==> config.mk <==
export PLATFORM = sky130hd
export DESIGN_NAME = ir_command_controller
export DESIGN_NICKNAME = d
export VERILOG_FILES = /design/src/rtl/ir_ctrl_pkg.sv /design/src/rtl/ir_cmd_fifo.sv /design/src/rtl/ir_command_controller.sv
export SDC_FILE = /design/constraint.sdc
export NUM_CORES = 1
export LEC_CHECK = 0
export CAP_MARGIN = 20
export CORE_ASPECT_RATIO = 0.5
export CORE_MARGIN = 3
export CORE_UTILIZATION = 50
export DETAILED_ROUTE_END_ITERATION = 10
export HOLD_SLACK_MARGIN = 0.05
export PLACE_DENSITY = 0.68
export SLEW_MARGIN = 20
export SYNTH_ARGS = -nofsm -noshare
export SYNTH_HDL_FRONTEND = slang
export SYNTH_SLANG_ARGS = --single-unit
export TNS_END_PERCENT = 5
==> constraint.sdc <==
create_clock -name clkIN -period 2.3 [get_ports clkIN]
set_input_delay 0.345 -clock clkIN [delete_from_list [all_inputs] [get_ports clkIN]]
set_output_delay 0.345 -clock clkIN [all_outputs]
set_load 0.05 [all_outputs]
==> src/rtl/ir_ctrl_pkg.sv <==
// Shared types and constants for the IR command controller.
// Contents: FSM state enum, NEC frame field bit ranges, widths, error count ceiling.
package ir_ctrl_pkg;

    typedef enum logic [1:0] {
        ST_IDLE   = 2'd0,
        ST_CHECK  = 2'd1,
        ST_COMMIT = 2'd2
    } ir_state_e;

    // Field positions inside the 32-bit frame word, used as delivered (no bit reversal)
    localparam int unsigned ADDR_MSB  = 31;
    localparam int unsigned ADDR_LSB  = 24;
    localparam int unsigned NADDR_MSB = 23;
    localparam int unsigned NADDR_LSB = 16;
    localparam int unsigned CMD_MSB   = 15;
    localparam int unsigned CMD_LSB   = 8;
    localparam int unsigned NCMD_MSB  = 7;
    localparam int unsigned NCMD_LSB  = 0;

    localparam int unsigned FRAME_W   = 32;
    localparam int unsigned CMD_W     = 8;
    localparam int unsigned HOLDOFF_W = 10;

    localparam logic [7:0] ERROR_COUNT_MAX = 8'hFF;

endpackage

==> src/rtl/ir_cmd_fifo.sv <==
// First-word fall-through command FIFO.
// Ports: clk_i/rst_ni clock and async active-low reset; push_i/data_i write side;
//        pop_i read side; full_c_o/empty_c_o status; head_c_o current head
//        (holds the last popped value while empty).
module ir_cmd_fifo #(
    parameter int unsigned WIDTH = 8,
    parameter int unsigned DEPTH = 4
) (
    input  logic             clk_i,
    input  logic             rst_ni,
    input  logic             push_i,
    input  logic [WIDTH-1:0] data_i,
    input  logic             pop_i,
    output logic             full_c_o,
    output logic             empty_c_o,
    output logic [WIDTH-1:0] head_c_o
);

    localparam int unsigned AW = $clog2(DEPTH);
    localparam int unsigned PW = AW + 1;

    logic [PW-1:0]    wr_q, wr_d;
    logic [PW-1:0]    rd_q, rd_d;
    logic [WIDTH-1:0] last_q, last_d;
    logic [WIDTH-1:0] mem_q [DEPTH];
    logic             do_push;
    logic             do_pop;

    // Extra pointer MSB distinguishes full from empty when the indices match
    assign empty_c_o = (wr_q == rd_q);
    assign full_c_o  = (wr_q[AW] != rd_q[AW]) && (wr_q[AW-1:0] == rd_q[AW-1:0]);

    // A push into a full FIFO is accepted when a pop frees the slot in the same cycle
    assign do_pop  = pop_i && !empty_c_o;
    assign do_push = push_i && (!full_c_o || do_pop);

    assign head_c_o = empty_c_o ? last_q : mem_q[rd_q[AW-1:0]];

    // Pointer and last-head next state
    always_comb begin
        wr_d   = wr_q;
        rd_d   = rd_q;
        last_d = last_q;
        if (do_push) begin
            wr_d = wr_q + PW'(1);
        end
        if (do_pop) begin
            rd_d   = rd_q + PW'(1);
            last_d = mem_q[rd_q[AW-1:0]];
        end
    end

    always_ff @(posedge clk_i or negedge rst_ni) begin
        if (!rst_ni) begin
            wr_q   <= '0;
            rd_q   <= '0;
            last_q <= '0;
            for (int unsigned i = 0; i < DEPTH; i++) begin
                mem_q[i] <= '0;
            end
        end else begin
            wr_q   <= wr_d;
            rd_q   <= rd_d;
            last_q <= last_d;
            if (do_push) begin
                mem_q[wr_q[AW-1:0]] <= data_i;
            end
        end
    end

endmodule

==> src/rtl/ir_command_controller.sv <==
// NEC IR frame validator, address filter, duplicate suppressor and command queue.
// Ports: clkIN/nResetIN clock and async active-low reset; frameValidIN/frameDataIN
//        frame strobe and word; cmdValidOUT/cmdReadyIN/cmdOUT command handshake;
//        overflowOUT sticky drop flag; errorCountOUT saturating complement-error count.
module ir_command_controller
    import ir_ctrl_pkg::*;
#(
    parameter int unsigned CLOCK_SPEED = 50_000,
    parameter logic [7:0]  ADDRESS     = 8'h00,
    parameter bit          ANY_ADDRESS = 1'b0,
    parameter int unsigned HOLDOFF_MS  = 150,
    parameter int unsigned FIFO_DEPTH  = 4
) (
    input  logic               clkIN,
    input  logic               nResetIN,
    input  logic               frameValidIN,
    input  logic [FRAME_W-1:0] frameDataIN,
    output logic               cmdValidOUT,
    input  logic               cmdReadyIN,
    output logic [CMD_W-1:0]   cmdOUT,
    output logic               overflowOUT,
    output logic [7:0]         errorCountOUT
);

    localparam int unsigned          PRESC_W      = (CLOCK_SPEED > 1) ? $clog2(CLOCK_SPEED) : 1;
    localparam logic [PRESC_W-1:0]   PRESC_LAST   = PRESC_W'(CLOCK_SPEED - 1);
    localparam logic [HOLDOFF_W-1:0] HOLDOFF_LOAD = HOLDOFF_W'(HOLDOFF_MS);

    ir_state_e            state_q, state_d;
    logic [FRAME_W-1:0]   frame_q, frame_d;
    logic                 ok_cmd_q, ok_cmd_d;
    logic                 ok_addr_q, ok_addr_d;
    logic                 match_q, match_d;
    logic                 dup_q, dup_d;
    logic [CMD_W-1:0]     last_cmd_q, last_cmd_d;
    logic [7:0]           err_q, err_d;
    logic                 ovf_q, ovf_d;
    logic [PRESC_W-1:0]   presc_q, presc_d;
    logic [HOLDOFF_W-1:0] hold_q, hold_d;

    logic [7:0]       f_addr, f_naddr, f_cmd, f_ncmd;
    logic             tick;
    logic             restart;
    logic             fifo_push;
    logic             fifo_pop;
    logic             fifo_full;
    logic             fifo_empty;
    logic [CMD_W-1:0] fifo_head;

    assign f_addr  = frame_q[ADDR_MSB:ADDR_LSB];
    assign f_naddr = frame_q[NADDR_MSB:NADDR_LSB];
    assign f_cmd   = frame_q[CMD_MSB:CMD_LSB];
    assign f_ncmd  = frame_q[NCMD_MSB:NCMD_LSB];

    assign tick     = (presc_q == PRESC_LAST);
    assign fifo_pop = !fifo_empty && cmdReadyIN;

    // Frame FSM, status flags and hold-off timer next state
    always_comb begin
        state_d    = state_q;
        frame_d    = frame_q;
        ok_cmd_d   = ok_cmd_q;
        ok_addr_d  = ok_addr_q;
        match_d    = match_q;
        dup_d      = dup_q;
        last_cmd_d = last_cmd_q;
        err_d      = err_q;
        ovf_d      = ovf_q;
        fifo_push  = 1'b0;
        restart    = 1'b0;

        case (state_q)
            ST_IDLE: begin
                if (frameValidIN) begin
                    frame_d = frameDataIN;
                    state_d = ST_CHECK;
                end
            end
            ST_CHECK: begin
                ok_cmd_d  = (f_cmd == ~f_ncmd);
                ok_addr_d = (f_addr == ~f_naddr);
                match_d   = ANY_ADDRESS || (f_addr == ADDRESS);
                dup_d     = (hold_q != '0) && (f_cmd == last_cmd_q);
                state_d   = ST_COMMIT;
            end
            ST_COMMIT: begin
                state_d = ST_IDLE;
                if (!ok_cmd_q || !ok_addr_q) begin
                    if (err_q != ERROR_COUNT_MAX) begin
                        err_d = err_q + 8'd1;
                    end
                end else if (match_q && dup_q) begin
                    restart = 1'b1;
                end else if (match_q) begin
                    restart    = 1'b1;
                    last_cmd_d = f_cmd;
                    if (fifo_full && !fifo_pop) begin
                        ovf_d = 1'b1;
                    end else begin
                        fifo_push = 1'b1;
                    end
                end
            end
            default: state_d = ST_IDLE;
        endcase

        // A strobe arriving while a frame is in flight is lost
        if (frameValidIN && (state_q != ST_IDLE)) begin
            ovf_d = 1'b1;
        end

        presc_d = tick ? '0 : presc_q + PRESC_W'(1);
        hold_d  = hold_q;
        if (tick && (hold_q != '0)) begin
            hold_d = hold_q - HOLDOFF_W'(1);
        end
        // Realigning the prescaler makes the window a whole number of ms
        if (restart) begin
            presc_d = '0;
            hold_d  = HOLDOFF_LOAD;
        end
    end

    always_ff @(posedge clkIN or negedge nResetIN) begin
        if (!nResetIN) begin
            state_q    <= ST_IDLE;
            frame_q    <= '0;
            ok_cmd_q   <= 1'b0;
            ok_addr_q  <= 1'b0;
            match_q    <= 1'b0;
            dup_q      <= 1'b0;
            last_cmd_q <= '0;
            err_q      <= '0;
            ovf_q      <= 1'b0;
            presc_q    <= '0;
            hold_q     <= '0;
        end else begin
            state_q    <= state_d;
            frame_q    <= frame_d;
            ok_cmd_q   <= ok_cmd_d;
            ok_addr_q  <= ok_addr_d;
            match_q    <= match_d;
            dup_q      <= dup_d;
            last_cmd_q <= last_cmd_d;
            err_q      <= err_d;
            ovf_q      <= ovf_d;
            presc_q    <= presc_d;
            hold_q     <= hold_d;
        end
    end

    ir_cmd_fifo #(
        .WIDTH (CMD_W),
        .DEPTH (FIFO_DEPTH)
    ) u_fifo (
        .clk_i     (clkIN),
        .rst_ni    (nResetIN),
        .push_i    (fifo_push),
        .data_i    (f_cmd),
        .pop_i     (fifo_pop),
        .full_c_o  (fifo_full),
        .empty_c_o (fifo_empty),
        .head_c_o  (fifo_head)
    );

    assign cmdValidOUT   = !fifo_empty;
    assign cmdOUT        = fifo_head;
    assign overflowOUT   = ovf_q;
    assign errorCountOUT = err_q;

endmodule
# Word-level counts from Yosys, hierarchy flattened
# Index checks and enable logic that the tools add are counted.
[totals]
elab_cells = 102
romBits = 0
regBits = 127
ramBits = 0
memories = 0
latch_bits = 0
inputBits = 36
[classes]
addsub = 5
n_mul = 0
n_div = 0
shift = 0
n_lt_le_gt_ge = 3
muxes = 28
bitwise = 6
n_eq_ne = 13
reduce_logical = 29
[ops]
columns = ["op", "count"]
rows = [
  ["$bwmux 32", 1],
  ["$mux 16", 2],
  ["$mux 8", 4],
  ["$eq 8x8->1", 3],
  ["$mux 10", 2],
  ["$add 16x1->16 const B", 1],
  ["$bmux 8 s2", 1],
  ["$demux 8 s2", 1],
  ["$eq 16x16->1 const B", 1],
  ["$not 8->8", 2],
  ["$mux 1", 15],
  ["$logic_and 1x1->1", 10],
  ["$reduce_bool 10->1", 1],
  ["$reduce_bool 2->1", 5],
  ["$sub 10x1->10 const B", 1],
  ["$add 8x1->8 const B", 1],
  ["$logic_not 8->1", 1],
  ["$ne 8x8->1 const B", 1],
  ["$add 3x1->3 const B", 2],
  ["$ge 3x3->1 const B", 2],
  ["$not 2->3", 2],
  ["$logic_not 1->1", 5],
  ["$reduce_and 5->1", 1],
  ["$ne 2x1->1 const B", 2],
  ["other kinds (15)", 17],
]

# Longest topological paths before layout
# Gate-level depths: netlist of run 1.
[depth]
depth_word = 11
mapped_depth = 7
ltp_nobuf = 6

# Cells and area by module
# Synthesis of run 1 repeated with hierarchy kept, for this count alone.
[unflattened]
cells_unflattened = 464
area_unflattened_um2 = 6085.8
[by_module_without_submodules]
columns = ["mod", "area_per_inst_um2", "instances", "cells_per_inst"]
rows = [
  ["ir_command_controller", 3794.9, 1, 327],
  ["ir_cmd_fifo", 2290.9, 1, 137],
]

# Worst setup path after synthesis of run 1
# OpenSTA, ideal clock, no wires.
[synth_timing]
kind = "register -> output"
startpoint = "register u_fifo.rd_q[0]"
endpoint = "output port cmdOUT[0]"
arrival_ns = 1.689
t_required_ns = 1.955
path_buffers = 2
setup_slack_ns = 0.266
path_stages_with_launch = 6
path_cell_list = "dfrtp_1 buf_2 xnor2_1 nand3_1 buf_2 mux2_2"
[synth_between]
elab_chain_len = 5
[synth_rtl]
columns = ["element", "line_no", "rtl"]
rows = [
  ["start: declaration", "ir_cmd_fifo.sv:23", "logic [PW-1:0] rd_q, rd_d;"],
  ["start signal: assignment", "ir_cmd_fifo.sv:63", "rd_q <= rd_d;"],
  ["$not 2->3 (implied by the code)", "ir_cmd_fifo.sv:37", "assign head_c_o = empty_c_o ? last_q : mem_q[rd_q[AW-1:0]];"],
  ["$bmux 8 s2", "ir_cmd_fifo.sv:37", ""],
  ["$mux 8 (implied by the code) (2 in a row)", "ir_cmd_fifo.sv:37", ""],
  ["$mux 8 (*)", "ir_cmd_fifo.sv:37", ""],
  ["end: declaration", "ir_command_controller.sv:20", "output logic [CMD_W-1:0] cmdOUT,"],
]
# Mark *: on every way between the ends. The rest lies on a longest branch, timed or not. The select of a mux whose other input is x is not followed.

# Worst setup path after layout of run 1
# Same ends and word-level chain as after synthesis.

==> impl_metrics.py, run 1 <==
metrics = {
    "synth": {
        "yosysTopAreaCell": "dfrtp_1",
        "async_flop_share": 1.00,
        "synth_area_sq_mm": 0.00587,
        "yosys_warnings": 0,
        "synth_compound_gate_area_share": 0.0273,
        "synthXorXnorAreaFrac": 0.0731,
        "synth.area.mux_share": 0.209,
        "ys.flop_type": "dfrtp_1",
        "synth_nets": 501,
        "ys_seq_area_frac": 0.541,
        "postSynthAreaPerCell_sq_um": 12.8,
        "synth_top_family_by_area": "multiplexers",
        "synth.top_cells.by_area": "dfrtp_1, mux2_2, xor2_1, mux4_2, xnor2_1",
        "synthSimpleGateAreaFrac": 0.114,
        "synth_top_cell_area_share": 0.541,
        "syn_inst": 457,
        "synth_edf_count": 0,
        "synth_seq_cells": 127,
        "synth_cell_types": 39,
        "synthAdderAreaFrac": 0.0170,
    },
    "drt": {
        "wl_mm": 11.6,
        "drt-wirelength-per-cell_um": 16.6,
        "detail-route-antenna-nets": 0,
        "drtPass1Iterations": 4,
        "vias": 3800,
        "drcViolationCount": 0,
        "routed_via_density": 5.44,
        "first_iter_violations": 192,
    },
    "die": {
        "initial_utilization": 0.524,
        "core-area_sq_mm": 0.0112,
        "ios": 54,
        "die_w_um": 159,
        "die_area_sq_mm": 0.0132,
        "fp.dieH_um": 82.6,
        "num_rows": 27,
    },
    "clocking": {
        "numCtsBuffers": 17,
        "root_buffer": "clkbuf_16",
        "cts.path.max_buffers": 2,
        "clkLatencyLatePin_ns": 0.41,
        "cts_tree": "done",
        "clk_pin_slew_worst_paths_ns": 0.06,
        "numClockSinks": 127,
        "cts_htree_levels": 4,
    },
    "global_routing": {
        "grt_max_degree": 50,
        "grt-ovfl-total": 0,
        "grt_pass1_vias": 3821,
        "grt_pass1_wl_mm": 19.5,
        "grt_usage": 0.189,
        "antenna_found_initial": 0,
    },
    "critical_path": {
        "worstPathRequired_ns": 1.96,
        "end_kind": "output port",
        "cpMaxStageDelayCell": "mux4_2",
        "path_delay_family": "multiplexers",
        "crit_path_frequent_cell": "buf_12",
        "crit_fanout": 10,
        "worst-path-stages": 4,
        "r2r_cells": 6,
        "start_kind": "flop",
        "crit_buf_inv": 2,
        "crit_path_max_incr_delay_ns": 0.53,
        "path_cells": "buf_12 -> mux4_2 -> mux2_4 -> buf_12",
        "arrival_ns": 1.96,
        "path_class": "flop to output port",
    },
    "sta": {
        "hold_viol": 0,
        "min_period_ns": 2.30,
        "finalCritPeriodShare": 1.00,
        "whs_ns": 0.431,
        "relSlewSlack": 0.664,
        "slew_viol_final": 0,
        "skew_ns": 0.00997,
        "setup_ws_ns": -0.00263,
        "fmax_mhz": 434,
        "tightest_slew_ns": 0.502,
        "rsz0062_at_grt": "true",
        "setup_viol": 1,
    },
    "layout": {
        "final_cell_mix": "dfrtp_1, mux2_2, clkdlybuf4s50_1, xor2_1, nand3_1",
        "fin_util": 0.657,
        "area_growth_pct": 25.5,
        "num_antenna_cells": 0,
        "layout_commonest_cell": "dfrtp_1",
        "drive_above_1_share": 0.299,
        "nets": 570,
    },
    "job": {
        "drv_cap": 0,
    },
    "outcome": {
        "status": "finished, violations left",
        "violations": "negative setup slack",
    },
    "hold_path": {
        "hold_path.class": "input port to asynchronous set/reset pin",
    },
    "place": {
        "hpwl_mm": 7.92,
        "gp_congestion": 0.793,
        "pre_cts_ws_ns": 0.196,
        "port-buffer-count": 53,
    },
    "power_and_ir_drop": {
        "power_w": 0.00594,
        "p_leak_nw": 3.34,
        "peakVddDrop_v": 0.000441,
        "cellPowerDensity_mw_per_mm2": 806,
    },
}
==> logic make-up after synthesis <==
kind of cell,Yosys count
flip-flops,127
AND/OR/NAND/NOR,118
multiplexers,101
XOR/XNOR,49
AO/OA/AOI/OAI,27
buffers and inverters,27
adder cells (fa/ha/maj),8
==> worst reg2reg max path, delay by kind of cell, from the launching register on <==
| family | cells | cell delay [ns] |
|---|---|---|
| compound gates | 1 | 0.15 |
| buf+inv | 1 | 0.08 |
| flops | 1 | 0.40 |
| simple gates | 3 | 1.21 |
| fa+ha+maj | 1 | 0.18 |
==> registers in the layout, indices dropped and copies added, names as in the netlist <==
signal         cells
overflowOUT        1
match_q            1
u_fifo.last_q      8
ok_addr_q          1
u_fifo.wr_q        3
last_cmd_q         8
u_fifo.rd_q        3
u_fifo.mem_q      32
state_q            2
ok_cmd_q           1
frame_q           32
hold_q            10
errorCountOUT      8
dup_q              1
presc_q           16
==> what timing repair did <==
action                                  CTS  global route
hold endpoints to repair                 30             0
gates resized for setup                   7             5
setup buffers                             1             0
hold buffers                              1             0
endpoints found under the setup margin    8             8
==> worst paths after layout <==
kind,start,to,slack (ns)
min in group clkIN,presc_q[0],presc_q[0],0.47
worst min register to register,presc_q[0],presc_q[0],0.47
worst max-delay path,u_fifo.rd_q[0],cmdOUT[0],-0.003
worst max register to register,hold_q[0],hold_q[6],0.21
max in group asynchronous,nResetIN,presc_q[3],1.19
worst min-delay path,nResetIN,u_fifo.last_q[2],0.43
==> report_power, final <==
group | switching, W | internal [W] | total (W)
logic | 0.000377 | 0.000387 | 0.000764
registers | 0.000256 | 0.00243 | 0.00268
clock network | 0.00106 | 0.00143 | 0.00249
==> area by class of cell <==
class	count	area, sq um
Inverter	7	26.3
Multi-Input combinational cell	303	2620
Fill cell	870	3850
Timing Repair Buffer	70	790
Sequential cell	127	3180
Clock inverter	13	108
Clock buffer	19	443
Tap cell	159	199
==> cells in the mapped netlist, types with 8 or more instances <==
library cell    n
dfrtp_1       127
mux2_2         91
xor2_1         35
nand3_1        20
nand2_1        18
nor2_1         17
xnor2_1        14
clkbuf_1       12
nand4_1        12
o21ai_0         9
or4_1           9
a21oi_1         8
ha_1            8
mux4_2          8
==> metal layers <==
metal,part of all wire,up-vias,GRT usage
li1,-,1804,-
met1,0.51,1929,0.265
met2,0.44,53,0.294
met3,0.033,14,0.0493
met4,0.0099,0,0.0524
met5,0,-,0
==> metrics by stage <==
stage               setup TNS, ns  area [sq um]  cells
global placement                0          6750    664
CTS                       -0.0311          7340    698
floorplan                       0          5870    457
finish                   -0.00263          7370    698
detailed placement              0          6750    664
global route               -0.268          7370    698
Note: power is estimated with default switching activity, not from simulation.
==> inputs of run 2 (changes only) <==
--- a/config.mk
+++ b/config.mk
@@ -8,10 +8,10 @@
 export CAP_MARGIN = 20
 export CORE_ASPECT_RATIO = 0.5
 export CORE_MARGIN = 3
-export CORE_UTILIZATION = 50
+export CORE_UTILIZATION = 57
 export DETAILED_ROUTE_END_ITERATION = 10
 export HOLD_SLACK_MARGIN = 0.05
-export PLACE_DENSITY = 0.68
+export PLACE_DENSITY = 0.76
 export SLEW_MARGIN = 20
 export SYNTH_ARGS = -nofsm -noshare
 export SYNTH_HDL_FRONTEND = slang
==> impl_metrics.py, run 2 (same netlist as run 1, synthesis figures left out) <==
metrics = {
    "layout": {
        "area_growth_pct": 25.6,
        "fin_util": 0.758,
        "final_cell_mix": "dfrtp_1, mux2_2, clkdlybuf4s50_1, xor2_1, nand3_1",
        "stdcell_area_sq_mm": 0.00738,
        "num_antenna_cells": 0,
        "seqCellArea_sq_mm": 0.00318,
        "nFillCells": 623,
        "largest_registers": "frame_q (32), u_fifo.mem_q (32), presc_q (16)",
        "nets": 569,
        "layout_commonest_cell": "dfrtp_1",
        "final_cells": 673,
        "multi_input_area_sq_mm": 0.00261,
        "drive_above_1_share": 0.297,
    },
    "sta": {
        "relSlewSlack": 0.658,
        "skew_ns": 0.00873,
        "setup_ws_ns": 0.0141,
        "slew_viol_final": 0,
        "min_period_ns": 2.29,
        "rsz0062_at_grt": "true",
        "finalCritPeriodShare": 0.994,
        "setup_viol": 0,
        "hold_viol": 0,
        "tightest_slew_ns": 0.513,
        "fmax_mhz": 437,
    },
    "clocking": {
        "clk_pin_slew_worst_paths_ns": 0.06,
        "root_buffer": "clkbuf_16",
        "cts.path.max_buffers": 2,
        "cts_tree": "done",
        "numCtsBuffers": 17,
        "numClockSinks": 127,
        "clkLatencyLatePin_ns": 0.42,
        "cts_htree_levels": 4,
    },
    "critical_path": {
        "crit_fanout": 10,
        "arrival_ns": 1.94,
        "start_kind": "flop",
        "path_class": "flop to output port",
        "worstPathRequired_ns": 1.96,
        "end_kind": "output port",
    },
    "die": {
        "fp.dieH_um": 77.8,
        "die_area_sq_mm": 0.0116,
        "die_w_um": 150,
        "ios": 54,
        "initial_utilization": 0.604,
        "num_rows": 25,
        "core-area_sq_mm": 0.00973,
    },
    "power_and_ir_drop": {
        "cellPowerDensity_mw_per_mm2": 833,
        "power_w": 0.00614,
        "peakVddDrop_v": 0.000449,
        "p_leak_nw": 3.37,
    },
    "place": {
        "dpl-instance-area_sq_mm": 0.00672,
        "gp_congestion": 0.796,
        "place.detailed.instances": 638,
        "pre_cts_ws_ns": 0.226,
        "port-buffer-count": 53,
        "hpwl_mm": 7.86,
    },
    "global_routing": {
        "antenna_found_initial": 0,
        "grt_pass1_vias": 4067,
        "grt-ovfl-total": 0,
        "grt_max_degree": 54,
        "grt_usage": 0.226,
        "grt_pass1_wl_mm": 20.4,
    },
    "drt": {
        "vias": 3840,
        "routed_via_density": 5.71,
        "first_iter_violations": 171,
        "wl_mm": 12.0,
        "detail-route-antenna-nets": 0,
        "drt-wirelength-per-cell_um": 17.9,
        "drtPass1Iterations": 4,
        "drcViolationCount": 0,
    },
    "hold_path": {
        "hold_path.class": "input port to asynchronous set/reset pin",
    },
    "job": {
        "drv_cap": 0,
    },
    "outcome": {
        "status": "complete, no violations",
    },
}
[run 2: changes by cell type in the layout (fill, tap and decap cells not counted), sizes merged]
cell and change:
clkinvlp -3, inv +2, buf -1, bufinv +1
[run 2: per-layer routing]
layer | up-vias | GRT usage | share of wire
met5 | - | 0 | 0
met4 | 0 | 0.0721 | 0.0074
met3 | 8 | 0.0583 | 0.044
met2 | 77 | 0.366 | 0.48
met1 | 1958 | 0.301 | 0.47
li1 | 1797 | - | -
[run 2: what timing repair did]
item / 4_1_cts / 5_1_grt
cloned: 0 / 0
hold endpoints to repair: 36 / 0
resized for setup: 8 / 2
setup endpoints to repair: 8 / 8
pin swaps: 0 / 0
setup buffers: 0 / 2
hold buffers: 1 / 0
[run 2: cell type report]
class | count | share of cell area
inverters | 7 | 0.00356
repair buffers | 69 | 0.108
clock buffers | 19 | 0.0614
clock inverters | 13 | 0.0193
flip-flops and latches | 127 | 0.431
multi-input cells | 303 | 0.354
well taps | 135 | 0.0229
[run 2: path summary, 6_finish.rpt]
check / from / endpoint / slack (ns) / depth (start not counted)
worst max-delay path: u_fifo.rd_q[0] / cmdOUT[4] / 0.01 / 4
max in group asynchronous: nResetIN / frame_q[23] / 1.18 / 3
min in group clkIN: presc_q[0] / presc_q[0] / 0.48 / 1
worst min register to register: presc_q[0] / presc_q[0] / 0.48 / 1
worst max register to register: hold_q[0] / hold_q[6] / 0.21 / 6
worst min-delay path: nResetIN / u_fifo.last_q[2] / 0.46 / 2
[run 2: through the flow]
| stage | hold slack [ns] | setup TNS (ns) |
|---|---|---|
| after floorplan | 0.0494 | 0 |
| after global placement | 0.356 | 0 |
| after detailed placement | 0.352 | 0 |
| after CTS | 0.478 | -0.0428 |
| after global routing | 0.513 | -0.283 |
| final | 0.462 | 0 |
[run 2: power breakdown]
part | internal (W) | total (W) | switching, W
Sequential | 0.00243 | 0.00270 | 0.000271
Combinational | 0.000388 | 0.000769 | 0.000381
Clock | 0.00159 | 0.00268 | 0.00109
Total | 0.00440 | 0.00614 | 0.00174
[run 2: critical path, stage by stage (launching register included)]
cell and delay [ns]:
dfrtp_1 0.37, buf_12 0.16, mux4_2 0.54, mux2_4 0.30, buf_12 0.15
==> inputs of run 3 (changes only) <==
--- a/config.mk
+++ b/config.mk
@@ -7,7 +7,6 @@
 export LEC_CHECK = 0
 export CAP_MARGIN = 20
 export CORE_ASPECT_RATIO = 0.5
-export CORE_MARGIN = 3
 export CORE_UTILIZATION = 57
 export DETAILED_ROUTE_END_ITERATION = 10
 export HOLD_SLACK_MARGIN = 0.05
==> impl_metrics.py, run 3 (same netlist as run 1, synthesis figures left out) <==
metrics = {
    "outcome": {
        "status": "complete, no violations",
    },
    "drt": {
        "drtPass1Iterations": 5,
        "drt-wirelength-per-cell_um": 17.3,
        "first_iter_violations": 243,
        "routed_via_density": 5.68,
        "vias": 3803,
        "drcViolationCount": 0,
        "detail-route-antenna-nets": 0,
        "wl_mm": 11.6,
    },
    "global_routing": {
        "grt_usage": 0.245,
        "grt_util_met2": 0.394,
        "met3_usage": 0.0652,
        "grt_pass1_vias": 3876,
        "grt_max_degree": 51,
        "grt_pass1_wl_mm": 19.7,
        "gr-usage-met1": 0.323,
        "grt-busiest-layer": "met2",
        "antenna_found_initial": 0,
        "grt-ovfl-total": 0,
    },
    "sta": {
        "rsz0062_at_grt": "true",
        "relSlewSlack": 0.658,
        "setup_ws_ns": 0.0209,
        "whs_ns": 0.422,
        "skew_ns": 0.0142,
        "slew_viol_final": 0,
        "final.setup.tns_ns": 0,
        "finalCritPeriodShare": 0.991,
        "hold_viol": 0,
        "tightest_slew_ns": 0.512,
        "setup_viol": 0,
        "fmax_mhz": 439,
        "min_period_ns": 2.28,
    },
    "clocking": {
        "clk_pin_slew_worst_paths_ns": 0.06,
        "root_buffer": "clkbuf_16",
        "numCtsBuffers": 17,
        "post_cts_buffers": 0,
        "clkLatencyLatePin_ns": 0.42,
        "cts.path.max_buffers": 2,
        "numClockSinks": 127,
        "cts_htree_levels": 4,
        "cts_tree": "done",
    },
    "die": {
        "die_area_sq_mm": 0.0107,
        "die_w_um": 146,
        "core-area_sq_mm": 0.00973,
        "fp.dieH_um": 73.8,
        "initial_utilization": 0.604,
        "ios": 54,
        "num_rows": 25,
    },
    "job": {
        "drv_cap": 0,
    },
    "power_and_ir_drop": {
        "peakVddDrop_v": 0.000447,
        "power_w": 0.00599,
        "p_leak_nw": 3.33,
        "cellPowerDensity_mw_per_mm2": 818,
    },
    "layout": {
        "num_antenna_cells": 0,
        "final_cell_mix": "dfrtp_1, mux2_2, clkdlybuf4s50_1, xor2_1, nand3_1",
        "stdcell_area_sq_mm": 0.00732,
        "area_growth_pct": 24.6,
        "largest_registers": "frame_q (32), u_fifo.mem_q (32), presc_q (16)",
        "nets": 566,
        "layout_commonest_cell": "dfrtp_1",
        "drive_above_1_share": 0.292,
        "nFillCells": 636,
    },
    "hold_path": {
        "hold_path.class": "input port to asynchronous set/reset pin",
    },
    "place": {
        "port-buffer-count": 53,
        "gp_congestion": 0.792,
        "dpl-instance-area_sq_mm": 0.00671,
        "pre_cts_ws_ns": 0.189,
        "hpwl_mm": 7.78,
    },
    "critical_path": {
        "arrival_ns": 1.93,
        "crit_buf_inv": 2,
        "crit_path_max_incr_delay_ns": 0.53,
        "crit_path_frequent_cell": "buf_12",
        "cpMaxStageDelayCell": "mux4_2",
        "path_delay_family": "multiplexers",
        "end_kind": "output port",
        "worstPathRequired_ns": 1.96,
        "crit_fanout": 11,
        "path_cells": "buf_12 -> mux4_2 -> mux2_2 -> buf_12",
        "start_kind": "flop",
        "path_class": "flop to output port",
    },
}
==> run 3: cell types whose count changed in the layout (fill, tap and decap cells not counted) <==
cell,delta
mux2_4,-3
clkinv_4,-2
inv_8,-2
clkinvlp_4,+3
xnor2_1,-1
mux2_2,+3
buf_4,-3
clkbuf_8,-2
clkinv_2,+1
clkbuf_1,+2
xnor2_2,+1
==> run 3: final cells by class <==
cell class                      instances  area [sq um]  share of cell area
Multi-Input combinational cell        303          2610               0.357
Tap cell                              135           169              0.0231
Timing Repair Buffer                   66           772               0.106
Clock buffer                           19           433              0.0592
Sequential cell                       127          3180               0.434
Inverter                                7          26.3             0.00359
Clock inverter                         13           130              0.0178
==> run 3: metrics by stage <==
step	utilization	std cells
final	0.752	670
after CTS	0.751	670
after global placement	0.690	637
after detailed placement	0.690	637
after global routing	0.752	670
after floorplan	-	457
==> run 3: metal layers <==
layer | up-vias | wire, um
met5 | - | 0
met4 | 0 | 53
met3 | 6 | 413
met2 | 67 | 5620
met1 | 1941 | 5530
li1 | 1789 | -
==> run 3: worst paths after layout <==
check,from,to,slack (ns),cells after the start
setup / recovery,u_fifo.rd_q[0],cmdOUT[4],0.02,4
hold / removal,nResetIN,frame_q[25],0.42,2
setup reg to reg,state_q[0],u_fifo.mem_q[22],0.25,4
hold reg to reg,presc_q[0],presc_q[0],0.48,1
max in group asynchronous,nResetIN,u_fifo.mem_q[25],1.26,3
min in group clkIN,presc_q[0],presc_q[0],0.48,1
==> run 3: repair_timing <==
action / 4_1_cts / 5_1_grt
setup endpoints to repair: 8 / 8
cloned: 0 / 0
hold buffers: 1 / 0
pin swaps: 0 / 0
endpoints found under the hold margin: 31 / 0
gates resized for setup: 6 / 2
==> run 3: power breakdown <==
part / internal [W] / switching (W)
clock network: 0.00151 / 0.00103
registers: 0.00243 / 0.000263
logic: 0.000387 / 0.000374
total: 0.00432 / 0.00167
